==> src/rtl/lamp_pkg.sv <==
// Shared command codes and FSM state encoding for the lamp command controller.
package lamp_pkg;

    typedef logic [1:0] cmd_t;
    typedef logic [1:0] state_t;

    localparam cmd_t CMD_NOP    = 2'b00;
    localparam cmd_t CMD_ON     = 2'b01;
    localparam cmd_t CMD_OFF    = 2'b10;
    localparam cmd_t CMD_TOGGLE = 2'b11;

    localparam state_t S_OFF  = 2'd0;
    localparam state_t S_ON   = 2'd1;
    localparam state_t S_LOCK = 2'd2;

endpackage

==> src/rtl/cycle_timer.sv <==
// Saturating up-counter: load clears it, enable advances it, done flags LIMIT-1 reached.
module cycle_timer #(
    parameter int CNT_W = 16,
    parameter int LIMIT = 4
) (
    input  logic i_clock,
    input  logic i_reset,
    input  logic i_load,
    input  logic i_enable,
    output logic o_done
);

    // A zero limit has no meaningful terminal count; park it at zero.
    localparam logic [CNT_W-1:0] LAST = CNT_W'((LIMIT > 0) ? LIMIT - 1 : 0);

    logic [CNT_W-1:0] r_cnt;

    // NOTE: sequential state is written with non-blocking assignments only, so every
    // flop samples the pre-edge values regardless of block ordering.
    always_ff @(posedge i_clock or posedge i_reset) begin
        if (i_reset) begin
            r_cnt <= '0;
        end else if (i_load) begin
            r_cnt <= '0;
        end else if (i_enable && (r_cnt != LAST)) begin
            r_cnt <= r_cnt + CNT_W'(1);
        end
    end

    assign o_done = (r_cnt == LAST);

endmodule

==> src/rtl/lamp_cmd_ctrl.sv <==
// Lamp command controller: registered lamp, post-command lockout, optional auto-off.
// Define LAMP_AUTO_OFF_EN to build the auto-off timer; otherwise timeout_pulse is tied low.
module lamp_cmd_ctrl
    import lamp_pkg::*;
#(
    parameter int LOCKOUT_CYCLES = 4,
    parameter int TIMEOUT_CYCLES = 1000,
    parameter int CNT_W          = 16
) (
    input  logic       i_clock,
    input  logic       i_reset,
    input  logic [1:0] i_cmd,
    input  logic       i_cmd_valid,
    output logic       o_cmd_ready,
    output logic       o_lamp,
    output logic       o_busy,
    output logic       o_timeout_pulse
);

    state_t r_state;
    logic   r_lamp;

    state_t w_state_nxt;
    logic   w_lamp_nxt;
    logic   w_accept_cmd;
    logic   w_lock_done;
    logic   w_expire;

    assign o_cmd_ready  = (r_state != S_LOCK);
    assign o_busy       = (r_state == S_LOCK);
    assign o_lamp       = r_lamp;
    // Accepted NOPs are deliberately invisible: no lamp change, no lockout, no timer clear.
    assign w_accept_cmd = i_cmd_valid && o_cmd_ready && (i_cmd != CMD_NOP);

    cycle_timer #(
        .CNT_W (CNT_W),
        .LIMIT (LOCKOUT_CYCLES)
    ) u_lock_timer (
        .i_clock  (i_clock),
        .i_reset  (i_reset),
        .i_load   (w_accept_cmd),
        .i_enable (r_state == S_LOCK),
        .o_done   (w_lock_done)
    );

`ifdef LAMP_AUTO_OFF_EN
    logic w_on_done;
    logic r_timeout_pulse;

    // Timer runs only while lit; any lamp-setting command in the expiry cycle beats the timeout.
    cycle_timer #(
        .CNT_W (CNT_W),
        .LIMIT (TIMEOUT_CYCLES)
    ) u_on_timer (
        .i_clock  (i_clock),
        .i_reset  (i_reset),
        .i_load   (w_accept_cmd || !r_lamp || w_expire),
        .i_enable (r_lamp),
        .o_done   (w_on_done)
    );

    assign w_expire = r_lamp && w_on_done && !w_accept_cmd;

    always_ff @(posedge i_clock or posedge i_reset) begin
        if (i_reset) begin
            r_timeout_pulse <= 1'b0;
        end else begin
            r_timeout_pulse <= w_expire;
        end
    end

    assign o_timeout_pulse = r_timeout_pulse;
`else
    assign w_expire        = 1'b0;
    assign o_timeout_pulse = 1'b0;
`endif

    // NOTE: every output of this block gets a default first, so no path can infer a latch.
    always_comb begin
        w_lamp_nxt  = r_lamp;
        w_state_nxt = r_state;
        if (w_accept_cmd) begin
            case (i_cmd)
                CMD_ON:  w_lamp_nxt = 1'b1;
                CMD_OFF: w_lamp_nxt = 1'b0;
                default: w_lamp_nxt = !r_lamp;
            endcase
            if (LOCKOUT_CYCLES > 0) begin
                w_state_nxt = S_LOCK;
            end else begin
                w_state_nxt = w_lamp_nxt ? S_ON : S_OFF;
            end
        end else begin
            if (w_expire) begin
                w_lamp_nxt = 1'b0;
            end
            if ((r_state != S_LOCK) || w_lock_done) begin
                w_state_nxt = w_lamp_nxt ? S_ON : S_OFF;
            end
        end
    end

    always_ff @(posedge i_clock or posedge i_reset) begin
        if (i_reset) begin
            r_state <= S_OFF;
            r_lamp  <= 1'b0;
        end else begin
            r_state <= w_state_nxt;
            r_lamp  <= w_lamp_nxt;
        end
    end

endmodule

==> config.mk <==
export PLATFORM = sky130hd
export DESIGN_NAME = lamp_cmd_ctrl
export DESIGN_NICKNAME = d
export VERILOG_FILES = /design/src/rtl/lamp_pkg.sv /design/src/rtl/cycle_timer.sv /design/src/rtl/lamp_cmd_ctrl.sv
export SDC_FILE = /design/constraint.sdc
export NUM_CORES = 1
export LEC_CHECK = 0
export BUFFER_PORTS_ARGS = -buffer_cell sky130_fd_sc_hd__buf_2
export CAP_MARGIN = 30
export CORE_MARGIN = 10
export CORE_UTILIZATION = 40
export CTS_CLUSTER_SIZE = 25
export DETAILED_ROUTE_END_ITERATION = 12
export PLACE_DENSITY_LB_ADDON = 0.1
export SLEW_MARGIN = 10
export SYNTH_ARGS = -nofsm -noshare
export SYNTH_HDL_FRONTEND = slang
export SYNTH_HIERARCHICAL = 1
export SYNTH_SLANG_ARGS = --single-unit
==> constraint.sdc <==
create_clock -name i_clock -period 4.6 [get_ports i_clock]
set_input_delay 0.23 -clock i_clock [delete_from_list [all_inputs] [get_ports i_clock]]
set_output_delay 0.23 -clock i_clock [all_outputs]
set_load 0.01 [all_outputs]
==> impl_metrics.toml <==
[sta]
finalCriticalPeriod_ns = 1.897
relSlewSlack = 0.5800
tns_ns = 0
worst_pin_slew_ns = 0.6293
fmax_mhz = 527.0
timing.final.crit_share = 0.4125
fin_ws_ns = 2.703
finalHoldViolCount = 0
slew_violations = 0
clock_skew_ns = 0.008648
finalSetupViolations = 0
grt_setup_unrepaired = "false"

[die]
core_area_mm2 = 0.002500
initial_core_util = 0.4244
rows = 18
fp.dieArea_mm2 = 0.005112
die_w_um = 71.50
ios = 9
fp.dieH_um = 71.50

[synthesis]
yosysMostFrequentCell = "dfrtp_1"
yosysWarnings = 6
synthArstFlopShare = 1.000
synth_common_cells = "19 x dfrtp_1, 13 x nor2_1, 10 x xor2_1"
netlist.area_leader.share = 0.4481
synth_top_area_cell = "dfrtp_1"
syn_area_mm2 = 0.001061
synth.avg_cell_area_um2 = 9.916
seq_area_frac_synth = 0.4481
syn-num-nets = 115
synth_area_leaders = "dfrtp_1 45%, xor2_1 8.3%, nor2_1 4.6%"
synth_edf_count = 0
ys_types = 34
ys.flop_type = "dfrtp_1"
ys_seq_elements = 19
synthCells = 107

[routing]
viasPerCell = 5.091
m1WireLength_um = 870
routed_wl_um = 1879
route.met2.wl_um = 899
route.vias.total = 728
drt_iter0_markers = 32
route.met3.wl_um = 95
ant_nets = 0
drt_first_pass_iters = 3
drc = 0
avgRoutedWirePerCell_um = 13.14
top_layer_used = "met4"

[place]
dp_hpwl_um = 1400
numPortBuffers = 7
place_congestion = 0.6920
placed_area_mm2 = 0.001100
place_ws_ns = 2.718

[layout]
area_growth_pct = 7.075
fill_cells = 256
final_nets = 122
area.sequential_um2 = 475.5
multi_input_area_um2 = 518.0
diodes = 0
post-route-cell-area_mm2 = 0.001136
drive_above_1_share = 0.1593

[power_and_ir_drop]
power.density_mw_per_mm2 = 578.9
p_seq_frac = 0.503
switchingPower_uw = 264.1
swShare = 0.4015
combPwrFrac = 0.370
pwr-share-clk = 0.127
power_uw = 657.7
p_int_uw = 393.6
p_leak_nw = 0.5369
peakVddDrop_v = 0.0002842

[clock_tree]
clk_pin_slew_worst_paths_ns = 0.11
cts-root-buf = "clkbuf_4"
cts_made_buffers = 3
hold_buffers = 1
cts_resized = 0
cts.htree.levels = 1
cts_buffer_depth = 2
numClockSinks = 19
post-cts-setup-buffers = 0
cts_tree = "yes"
clk_latency_ns = 0.30

[grt]
grt_pass1_vias = 714
gr-total-overflow = 0
antenna_found_initial = 0
grt_max_degree = 18
globalRouteTotalUtil = 0.08006
grt_pass1_wl_um = 3284

[worst_setup_path]
crit-reg2reg-capture = "u_lock_timer/r_cnt[1]$_DFFE_PP0P_"
cpMaxStageDelayCell = "or4_1"
crit_type = "flip-flop to flip-flop"
path_cells = "or4_1, o41ai_4, mux2i_1, nor2_1"
regToRegSetupSlack_ns = 2.70
worst_ep_arrival_time_ns = 2.06
cp_num_buf_inv = 0
cp_top_family = "simple AND/OR/NAND/NOR gates"
end_kind = "flip-flop"
reg2regPathDepth = 4
critical_path.startpoint_type = "flip-flop"
required_ns = 4.77
critical_path.max_fanout = 4
cp.depth = 4
critical_path.max_stage_delay_ns = 0.61
crit-reg2reg-launch = "u_lock_timer/r_cnt[12]$_DFFE_PP0P_"

[worst_hold_path]
min-delay-start = "i_cmd_valid"
whs_path_depth = 4
hold_path_end = "o_lamp$_DFFE_PP0P_"
hold_class = "primary input to flip-flop"

[run_status]
status = "finished, final reports clean"

[run]
drv_cap = 0
per-stage QoR:
stage / hold slack [ns] / instances / utilization
4_1_cts: 0.2435 / 143 / 0.4545
6_report: 0.2611 / 143 / 0.4545
3_5_place_dp: 0.1104 / 138 / 0.4399
2_1_floorplan: -0.01636 / 107 / -
3_3_place_gp: 0.1056 / 138 / 0.4399
5_1_grt: 0.2338 / 143 / 0.4545
per-layer routing:
| layer | vias to the layer above | global-route usage |
|---|---|---|
| met3 | 2 | 0.03719 |
| met4 | 0 | 0.02581 |
| met1 | 340 | 0.09680 |
| met5 | - | 0 |
| li1 | 377 | - |
| met2 | 9 | 0.1225 |
kinds of logic after synthesis:
logic type                 synth area share
and+or+nand+nor                      0.2547
DFF                                  0.4481
buffers and inverters               0.06367
AOI/OAI and AO/OA                   0.08373
xor gates and xnor gates            0.09080
adders and majority gates           0.03538
muxes                               0.02005
other                              0.003534
final cells by class:
class,instances,area share
multi-input cells,73,0.4559
flip-flops and latches,19,0.4185
repair buffers,8,0.03965
well taps,30,0.03304
inverters,9,0.02974
clock buffers,4,0.02313
cell usage in the layout (no fill, tap or decap), types with 3 or more instances in the layout:
master	synthesis	layout
xor2_1	10	10
ha_1	3	3
o21ai_0	4	4
and4_1	3	3
buf_2	0	7
nand4_1	5	5
nand2_1	3	3
a21oi_1	3	3
inv_1	9	9
nor2_1	13	13
nand3_1	4	4
clkbuf_4	0	3
dfrtp_1	19	19
worst max path at each step:
stage	slack (ns)	end	start
after floorplan	2.81	u_lock_timer/r_cnt[1]$_DFFE_PP0P_	u_lock_timer/r_cnt[7]$_DFFE_PP0P_
after CTS	2.69	u_lock_timer/r_cnt[1]$_DFFE_PP0P_	u_lock_timer/r_cnt[12]$_DFFE_PP0P_
after global placement	2.74	u_lock_timer/r_cnt[1]$_DFFE_PP0P_	u_lock_timer/r_cnt[8]$_DFFE_PP0P_
final	2.70	u_lock_timer/r_cnt[1]$_DFFE_PP0P_	u_lock_timer/r_cnt[12]$_DFFE_PP0P_
after detailed placement	2.72	u_lock_timer/r_cnt[1]$_DFFE_PP0P_	u_lock_timer/r_cnt[12]$_DFFE_PP0P_
after global routing	2.58	u_lock_timer/r_cnt[1]$_DFFE_PP0P_	u_lock_timer/r_cnt[12]$_DFFE_PP0P_
worst min-delay path, cell delays in order:
cell and delay [ns]:
buf_2 0.09, inv_1 0.07, o41ai_1 0.08, o31ai_1 0.05
power by group through the flow:
stage	Clock [mW]	Sequential (mW)	Combinational, mW
finish	0.0836	0.331	0.244
global route	0.0984	0.344	0.286
CTS	0.0897	0.330	0.249
detailed placement	0	0.332	0.247
global placement	0	0.332	0.242
floorplan	0	0.308	0.217
state kept, by name, indices dropped and copies added (netlist names):
register and flops:
r_state 2, u_lock_timer/r_cnt 16, o_lamp 1
No activity file was read; power rests on OpenSTA's default activity.
